[src/rtl/tlk2711_axil_reg_bridge.sv]
// AXI4-Lite slave bridging PS register accesses onto the single-cycle TLK2711 reg_mgt bus.
// Optional SLVERR counter output o_err_cnt when TLK_AXIL_ERR_CNT_EN is defined.
module tlk2711_axil_reg_bridge #(
  parameter int AXI_ADDR_WIDTH = 32,
  parameter int DATA_WIDTH     = 64,
  parameter int REG_ADDR_WIDTH = 16,
  parameter int REG_NUM        = 256,
  parameter int RD_LATENCY     = 1
) (
  input  logic                      ps_clk,
  input  logic                      ps_rst,
  input  logic [AXI_ADDR_WIDTH-1:0] s_axil_awaddr,
  input  logic                      s_axil_awvalid,
  output logic                      s_axil_awready,
  input  logic [DATA_WIDTH-1:0]     s_axil_wdata,
  input  logic [DATA_WIDTH/8-1:0]   s_axil_wstrb,
  input  logic                      s_axil_wvalid,
  output logic                      s_axil_wready,
  output logic [1:0]                s_axil_bresp,
  output logic                      s_axil_bvalid,
  input  logic                      s_axil_bready,
  input  logic [AXI_ADDR_WIDTH-1:0] s_axil_araddr,
  input  logic                      s_axil_arvalid,
  output logic                      s_axil_arready,
  output logic [DATA_WIDTH-1:0]     s_axil_rdata,
  output logic [1:0]                s_axil_rresp,
  output logic                      s_axil_rvalid,
  input  logic                      s_axil_rready,
  output logic                      o_reg_wen,
  output logic [REG_ADDR_WIDTH-1:0] o_reg_waddr,
  output logic [DATA_WIDTH-1:0]     o_reg_wdata,
  output logic                      o_reg_ren,
  output logic [REG_ADDR_WIDTH-1:0] o_reg_raddr,
  input  logic [DATA_WIDTH-1:0]     i_reg_rdata
`ifdef TLK_AXIL_ERR_CNT_EN
  ,
  output logic [15:0]               o_err_cnt
`endif
);

  localparam int STRB_W    = DATA_WIDTH / 8;
  localparam int LANE_BITS = $clog2(STRB_W);
  localparam logic [1:0] RESP_OKAY   = 2'b00;
  localparam logic [1:0] RESP_SLVERR = 2'b10;
  localparam logic [2:0] LAT_LAST    = (RD_LATENCY > 0) ? 3'(RD_LATENCY - 1) : 3'd0;

  typedef enum logic [1:0] {W_IDLE, W_STRB, W_RESP} w_state_t;
  typedef enum logic [1:0] {R_IDLE, R_STRB, R_WAIT, R_RESP} r_state_t;

  // Handshake contract on every AXI channel: a beat transfers on the rising edge
  // where valid and ready are both high; valid never drops before that edge.

  function automatic logic [REG_ADDR_WIDTH-1:0] word_index(input logic [AXI_ADDR_WIDTH-1:0] a);
    return REG_ADDR_WIDTH'(a >> LANE_BITS);
  endfunction

  function automatic logic index_ok(input logic [REG_ADDR_WIDTH-1:0] idx);
    return 64'(idx) < 64'(REG_NUM);
  endfunction

  // ---------------- write channel ----------------
  w_state_t                  w_state, w_state_nxt;
  logic                      aw_held, w_held, aw_held_nxt, w_held_nxt;
  logic                      awready_q, wready_q;
  logic [REG_ADDR_WIDTH-1:0] waddr_q;
  logic [DATA_WIDTH-1:0]     wdata_q;
  logic [STRB_W-1:0]         wstrb_q;
  logic [1:0]                bresp_q;
  logic                      aw_hs, w_hs, wr_ok;

  assign aw_hs = s_axil_awvalid && awready_q;
  assign w_hs  = s_axil_wvalid && wready_q;
  assign wr_ok = index_ok(waddr_q) && (&wstrb_q);

  always_ff @(posedge ps_clk) begin
    if (ps_rst) begin
      w_state   <= W_IDLE;
      aw_held   <= 1'b0;
      w_held    <= 1'b0;
      awready_q <= 1'b0;
      wready_q  <= 1'b0;
      waddr_q   <= '0;
      wdata_q   <= '0;
      wstrb_q   <= '0;
      bresp_q   <= RESP_OKAY;
    end else begin
      w_state   <= w_state_nxt;
      aw_held   <= aw_held_nxt;
      w_held    <= w_held_nxt;
      awready_q <= (w_state_nxt == W_IDLE) && !aw_held_nxt;
      wready_q  <= (w_state_nxt == W_IDLE) && !w_held_nxt;
      if (aw_hs) waddr_q <= word_index(s_axil_awaddr);
      if (w_hs) begin
        wdata_q <= s_axil_wdata;
        wstrb_q <= s_axil_wstrb;
      end
      if (w_state == W_STRB) bresp_q <= wr_ok ? RESP_OKAY : RESP_SLVERR;
    end
  end

  always_comb begin
    w_state_nxt = w_state;
    aw_held_nxt = aw_held | aw_hs;
    w_held_nxt  = w_held | w_hs;
    case (w_state)
      W_IDLE: if (aw_held_nxt && w_held_nxt) w_state_nxt = W_STRB;
      W_STRB: w_state_nxt = W_RESP;
      W_RESP: begin
        if (s_axil_bready) begin
          w_state_nxt = W_IDLE;
          aw_held_nxt = 1'b0;
          w_held_nxt  = 1'b0;
        end
      end
      default: w_state_nxt = W_IDLE;
    endcase
  end

  always_comb begin
    o_reg_wen     = 1'b0;
    s_axil_bvalid = 1'b0;
    case (w_state)
      W_STRB:  o_reg_wen = wr_ok;
      W_RESP:  s_axil_bvalid = 1'b1;
      default: ;
    endcase
  end

  assign s_axil_awready = awready_q;
  assign s_axil_wready  = wready_q;
  assign s_axil_bresp   = bresp_q;
  assign o_reg_waddr    = waddr_q;
  assign o_reg_wdata    = wdata_q;

  // ---------------- read channel ----------------
  r_state_t                  r_state, r_state_nxt;
  logic                      arready_q, rd_ok_q, ar_hs, rd_capture;
  logic [REG_ADDR_WIDTH-1:0] raddr_q;
  logic [2:0]                lat_cnt;
  logic [DATA_WIDTH-1:0]     rdata_q;
  logic [1:0]                rresp_q;

  assign ar_hs = s_axil_arvalid && arready_q;
  // Read data is sampled on the last cycle of the latency window.
  assign rd_capture = ((r_state == R_STRB) && (RD_LATENCY == 0)) ||
                      ((r_state == R_WAIT) && (lat_cnt == LAT_LAST));

  always_ff @(posedge ps_clk) begin
    if (ps_rst) begin
      r_state   <= R_IDLE;
      arready_q <= 1'b0;
      rd_ok_q   <= 1'b0;
      raddr_q   <= '0;
      lat_cnt   <= 3'd0;
      rdata_q   <= '0;
      rresp_q   <= RESP_OKAY;
    end else begin
      r_state   <= r_state_nxt;
      arready_q <= (r_state_nxt == R_IDLE);
      if (ar_hs) begin
        raddr_q <= word_index(s_axil_araddr);
        rd_ok_q <= index_ok(word_index(s_axil_araddr));
      end
      lat_cnt <= (r_state == R_WAIT) ? lat_cnt + 3'd1 : 3'd0;
      if (rd_capture) begin
        rdata_q <= rd_ok_q ? i_reg_rdata : '0;
        rresp_q <= rd_ok_q ? RESP_OKAY : RESP_SLVERR;
      end
    end
  end

  always_comb begin
    r_state_nxt = r_state;
    case (r_state)
      R_IDLE:  if (ar_hs) r_state_nxt = R_STRB;
      R_STRB:  r_state_nxt = (RD_LATENCY == 0) ? R_RESP : R_WAIT;
      R_WAIT:  if (lat_cnt == LAT_LAST) r_state_nxt = R_RESP;
      R_RESP:  if (s_axil_rready) r_state_nxt = R_IDLE;
      default: r_state_nxt = R_IDLE;
    endcase
  end

  always_comb begin
    o_reg_ren     = 1'b0;
    s_axil_rvalid = 1'b0;
    case (r_state)
      R_STRB:  o_reg_ren = rd_ok_q;
      R_RESP:  s_axil_rvalid = 1'b1;
      default: ;
    endcase
  end

  assign s_axil_arready = arready_q;
  assign s_axil_rdata   = rdata_q;
  assign s_axil_rresp   = rresp_q;
  assign o_reg_raddr    = raddr_q;

`ifdef TLK_AXIL_ERR_CNT_EN
  logic [15:0] err_cnt_q;
  logic [1:0]  err_inc;
  logic [16:0] err_sum;

  always_comb begin
    err_inc = {1'b0, s_axil_bvalid && s_axil_bready && (bresp_q == RESP_SLVERR)} +
              {1'b0, s_axil_rvalid && s_axil_rready && (rresp_q == RESP_SLVERR)};
    err_sum = {1'b0, err_cnt_q} + {15'b0, err_inc};
  end

  always_ff @(posedge ps_clk) begin
    if (ps_rst) err_cnt_q <= 16'd0;
    else        err_cnt_q <= err_sum[16] ? 16'hFFFF : err_sum[15:0];
  end

  assign o_err_cnt = err_cnt_q;
`endif

endmodule

[config.mk]
export PLATFORM = sky130hd
export DESIGN_NAME = tlk2711_axil_reg_bridge
export DESIGN_NICKNAME = d
export VERILOG_FILES = /design/src/rtl/tlk2711_axil_reg_bridge.sv
export SDC_FILE = /design/constraint.sdc
export NUM_CORES = 1
export LEC_CHECK = 0
export ABC_AREA = 1
export ABC_CLOCK_PERIOD_IN_PS = 1900
export CAP_MARGIN = 20
export CORE_ASPECT_RATIO = 0.75
export CORE_MARGIN = 1
export CORE_UTILIZATION = 35
export CTS_CLUSTER_DIAMETER = 60
export DETAILED_ROUTE_END_ITERATION = 10
export PLACE_DENSITY = 0.73
export RECOVER_POWER = 100
export SETUP_SLACK_MARGIN = 0.1
export SYNTH_ARGS = -nofsm -noshare
export SYNTH_HDL_FRONTEND = slang
export SYNTH_SLANG_ARGS = --single-unit
[constraint.sdc]
create_clock -name ps_clk -period 1.9 [get_ports ps_clk]
set_input_delay 0.19 -clock ps_clk [delete_from_list [all_inputs] [get_ports ps_clk]]
set_output_delay 0.19 -clock ps_clk [all_outputs]
set_load 0.1 [all_outputs]
* After elaboration in Yosys (flattened, before gate mapping)
Index checks and enable logic that the tools add are counted. Widths: inputs -> output; s select.
Operators by class: $add $sub $neg 1, $lt $le $gt $ge 2, equality and inequality tests 5, muxes and demuxes 18, bitwise gates (word level) 3, reduce and logical (&&, ||, !) cells 17
Operators with widths (number):
- $mux 64 | 1
- $lt 16x9->1 const B | 2
- $mux 2 | 7
- $logic_and 1x1->1 | 8
- $logic_not 2->1 | 4
- $mux 1 | 8
- $pmux 2 s4 | 1
- $reduce_and 8->1 | 1
- $eq 2x2->1 const B | 3
- $pmux 2 s3 | 1
- $eq 2x1->1 const B | 2
- $add 3x1->3 const B | 1
- $logic_not 3->1 | 1
- $logic_not 1->1 | 2
- $or 1x1->1 | 2
- $reduce_or 2->1 | 1
- $not 1->1 | 1
Word-level totals: bits in registers 185, input port bits 207, output and inout port bits 171, logic and storage cells 62

* Logic depth before layout (Yosys ltp)
depth in word-level cells 7, mapped depth 11, depth with buffers taken out 9

* Worst setup path after synthesis
OpenSTA, ideal clock, no wires.
path kind reg-to-output, from reg waddr_q[14] (netlist: o_reg_waddr[14]), to out o_reg_wen, data arrival time 2305 ps, data required time 1710 ps, slack -595 ps, cell stages (with the launch flop) 6, path buffers 0, cell sequence dfxtp_1 > inv_1 > nand2_1 > nor2_1 > nand3_1 > nor2_1
Between the ends: word-level cells in the longest chain between the ends 3
RTL lines:
- from (decl) | RTL line 65 | logic [REG_ADDR_WIDTH-1:0] waddr_q;
- from (signal assigned) | RTL line 92 | if (aw_hs) waddr_q <= word_index(s_axil_awaddr);
- $lt 16x9->1 | RTL line 58 | return 64'(idx) < 64'(REG_NUM);
- $logic_and 1x1->1 | RTL line 73 | assign wr_ok = index_ok(waddr_q) && (&wstrb_q);
- $mux 1 | RTL line 122 | case (w_state)
- to (decl) | RTL line 29 | output logic o_reg_wen,
Every way passes these cells.

* Worst setup path in the final report
from reg rd_ok_q, to out o_reg_ren
Between the ends: word-level cells in the longest chain between the ends 1
RTL lines:
- from (decl) | RTL line 137 | logic arready_q, rd_ok_q, ar_hs, rd_capture;
- from (signal assigned) | RTL line 162 | rd_ok_q <= index_ok(word_index(s_axil_araddr));
- $mux 1 | RTL line 186 | case (r_state)
- to (decl) | RTL line 32 | output logic o_reg_ren,
Every way passes these cells.

==> results by group <==
Outcome
  • Status: finished, final reports clean

GRT
  • Total congestion overflow: 0
  • Antenna violations before repair: 0
  • Global Route Usage Sum: 19.38%
  • Maximum number of pins on one net before global-route repair: 102
  • Number of global-route vias before repair: 6075
  • Global-route wire length before repair: 30680 microns

Timing
  • Setup repair after global routing missed its margin: false
  • Final worst path period need: 1.708 ns
  • Count of final hold-check violations: 0
  • Max Clock Skew: 0.01071 ns
  • Fin. max-slew vios: 0
  • Worst Hold Margin: 0.3517 ns
  • Fmax: 0.5854 GHz
  • Setup TNS after final layout: 0 ns
  • Slew at the pin closest to its max-slew limit: 0.9221 ns
  • Final Setup Violations: 0
  • Setup slack of the critical path after layout: 0.1917 ns
  • Tightest slew margin relative to the limit: 38.52%
  • Portion of the clock cycle consumed by the worst path in the final layout: 89.91%

Clock tree
  • Clock transition time at the flip-flop clock pins of the worst setup and hold paths: 0.07 ns
  • Hold buffers post-CTS: 0
  • Master cell of the clock root buffer: sky130_fd_sc_hd__clkbuf_16
  • Clock latency at the later pin of the worst-skew pair: 0.42 ns
  • Number of buffers created by CTS: 17
  • CTS tree: built
  • Number of levels the H-tree was split into: 4
  • Number of sinks on the clock net: 183
  • CTS max path bufs: 2

Setup path
  • CP top delay family: flip-flops
  • CP Cell Sequence: inv_1, nor2_2, buf_12
  • Highest fanout seen on the critical path: 11
  • Worst Setup End Kind: primary output
  • Largest stage delay, worst path: 0.59 ns
  • Required time of the worst setup path: 1.71 ns
  • Data arrival at the endpoint of the critical path: 1.52 ns
  • Cell with the largest stage delay on the worst path: sky130_fd_sc_hd__dfxtp_1
  • Worst setup SP type: flip-flop
  • Buffer and inverter count on the worst path: 2
  • Critical path type: flip-flop to primary output

Place
  • Post-placement setup slack: 0.3524 ns
  • Count of input and output buffers: 343
  • Last weighted congestion value of the routability-driven placer: 0.7476
  • HPWL after detailed placement: 14940 microns
  • Placement Cell Area: 10190 sq um

Route
  • DRT Wirelength: 20680 microns
  • Total number of vias: 6913
  • Number of remaining DRC errors: 0
  • DR vias/cell: 4.429
  • Initial detailed-routing violation count: 415
  • Post-route antenna net violation count: 0
  • First-pass detailed-route iteration total: 4
  • Post-detailed-route wirelength per cell: 13.25 microns

Synthesis
  • Sequential element share of the synthesized area: 52.88%
  • Cell with the most instances after synthesis: sky130_fd_sc_hd__nor2_1
  • Count of flip-flops with a built-in enable after synthesis: 0
  • Number of warning messages in the yosys log: 0
  • Proportion of netlist area held by the largest area contributor: 52.88%
  • Ys async rst share: 0%
  • Post-synth top flop: sky130_fd_sc_hd__dfxtp_1
  • Top cells by area in the synthesized netlist: sky130_fd_sc_hd__dfxtp_1, sky130_fd_sc_hd__nor2_1, sky130_fd_sc_hd__nand2_1
  • Mean cell area of the mapped netlist: 7.106 sq um
  • Number of instances in the synthesized netlist: 975
  • Library cell occupying the most area in the post-synthesis netlist: sky130_fd_sc_hd__dfxtp_1
  • Unique masters post-synth: 22
  • Commonest cells in the netlist: sky130_fd_sc_hd__nor2_1, sky130_fd_sc_hd__nand2_1, sky130_fd_sc_hd__dfxtp_1
  • Total standard cell area after synthesis: 6928 sq um
  • Flip-flop and latch count after synthesis: 183

Floorplanning
  • Area of the placeable core: 19380 sq um
  • Die Width: 164.5 microns
  • Count of pins on the block boundary: 378
  • Die height: 123.8 microns
  • Initial Util: 35.75%
  • Floorplan die area: 20370 sq um
  • Total number of placement rows: 44

Finish
  • Seq. cell area: 3664 sq um
  • Area Overhead vs Synth: 48.09%
  • Count of fill cells added during filler insertion: 1951
  • Multi-input combinational cell area: 2841 sq um
  • Ant diodes: 0
  • Number of nets in the layout: 1504
  • Fraction of layout cells with a size suffix above 1: 17.35%
  • Post-route cell area: 10260 sq um
  • Finished Core Util: 52.94%

Pwr
  • P per Cell Area: 1779 nW/um^2
  • Relative contribution of the clock network to total power: 18.3%
  • Peak supply drop: 1.020 mV
  • Net switching power: 10100 uW
  • Net switching fraction of the power: 55.37%
  • Combinational share of power: 53.3%
  • Power Internal: 8144 uW
  • Flop pwr share: 28.4%
  • P_leak: 0.004482 uW

Worst hold path
  • Type of the tightest min-delay check: input pin to flip-flop

Flow run
  • Number of max-cap violations: 0
==> tightest hold or removal path: cells and delay by family <==
family,cells,cell delay (ns)
AO/OA/AOI/OAI,1,0.06
buffers and inverters,2,0.47
==> cells by family (layout without fill, tap and decap cells) <==
group	after synthesis	count (layout)	share of synthesized area [%]
xor+xnor	1	1	0.1264
flops	183	183	52.88
other cells	1	2	0.05413
compound gates	117	117	8.452
simple gates	581	581	31.79
fa+ha+maj	2	2	0.3611
buf+inv	90	422	6.339
==> cell type report <==
type	instances	area share (%)
Multi-Input combinational cell	703	27.70
Inverter	28	1.049
Timing Repair Buffer	362	27.13
Clock inverter	13	1.110
Tap cell	253	3.085
Sequential cell	183	35.71
Clock buffer	19	4.220
==> path summary, 6_finish.rpt <==
kind	from	end	slack, ns	cells after the start
worst min register to register	lat_cnt[0]	lat_cnt[0]	0.45	1
worst max register to register	lat_cnt[0]	s_axil_rdata[16]	0.26	10
worst max-delay path	rd_ok_q	o_reg_ren	0.19	3
worst min-delay path	s_axil_araddr[11]	o_reg_raddr[8]	0.35	3
==> layout by cell type (no fill, tap or decap), types with 2 or more instances in the layout <==
master,instances
sky130_fd_sc_hd__nor2_1,348
sky130_fd_sc_hd__nand2_1,221
sky130_fd_sc_hd__dfxtp_1,183
sky130_fd_sc_hd__clkdlybuf4s50_1,174
sky130_fd_sc_hd__clkbuf_2,169
sky130_fd_sc_hd__o21ai_0,109
sky130_fd_sc_hd__inv_1,22
sky130_fd_sc_hd__clkbuf_16,17
sky130_fd_sc_hd__buf_4,10
sky130_fd_sc_hd__a21oi_1,8
sky130_fd_sc_hd__inv_6,5
sky130_fd_sc_hd__nand3_1,4
sky130_fd_sc_hd__clkinvlp_4,4
sky130_fd_sc_hd__buf_12,4
sky130_fd_sc_hd__inv_2,3
sky130_fd_sc_hd__clkbuf_1,3
sky130_fd_sc_hd__nor2_2,2
sky130_fd_sc_hd__ha_1,2
sky130_fd_sc_hd__conb_1,2
sky130_fd_sc_hd__clkinv_4,2
sky130_fd_sc_hd__inv_8,2
sky130_fd_sc_hd__buf_6,2
sky130_fd_sc_hd__clkbuf_4,2
==> repair_timing <==
action,in CTS,in global routing
setup endpoints to repair,0,1
setup buffers,0,0
resized for setup,0,1
==> through the flow <==
| step | instances | total power (uW) |
|---|---|---|
| after floorplan | 976 | 13470 |
| after global routing | 1561 | 19190 |
| after CTS | 1561 | 18970 |
| after detailed placement | 1529 | 15600 |
| after global placement | 1529 | 15490 |
| final | 1561 | 18250 |
==> flip-flops by register name, indices dropped and copies added (netlist names) <==
name / flops
aw_held: 1
lat_cnt: 3
o_reg_raddr: 16
o_reg_waddr: 16
o_reg_wdata: 64
r_state: 2
rd_ok_q: 1
s_axil_arready: 1
s_axil_awready: 1
s_axil_bresp: 1
s_axil_rdata: 64
s_axil_rresp: 1
s_axil_wready: 1
w_held: 1
w_state: 2
wstrb_q: 8
==> routing by layer <==
metal	vias up	global-route usage (%)	part of all wire [%]
met5	-	0	0
met4	0	6.938	2.2
met3	30	5.661	7.0
met2	193	32.25	46
met1	3059	23.89	45
li1	3631	-	-
==> power by group through the flow <==
stage	clock, uW	combinational, uW	sequential [uW]
finish	3340	9730	5180
global route	3610	10300	5300
CTS	3430	10300	5200
detailed placement	0	10300	5290
global placement	0	10300	5240
floorplan	0	2240	11200
(Power assumes the default switching activity.)
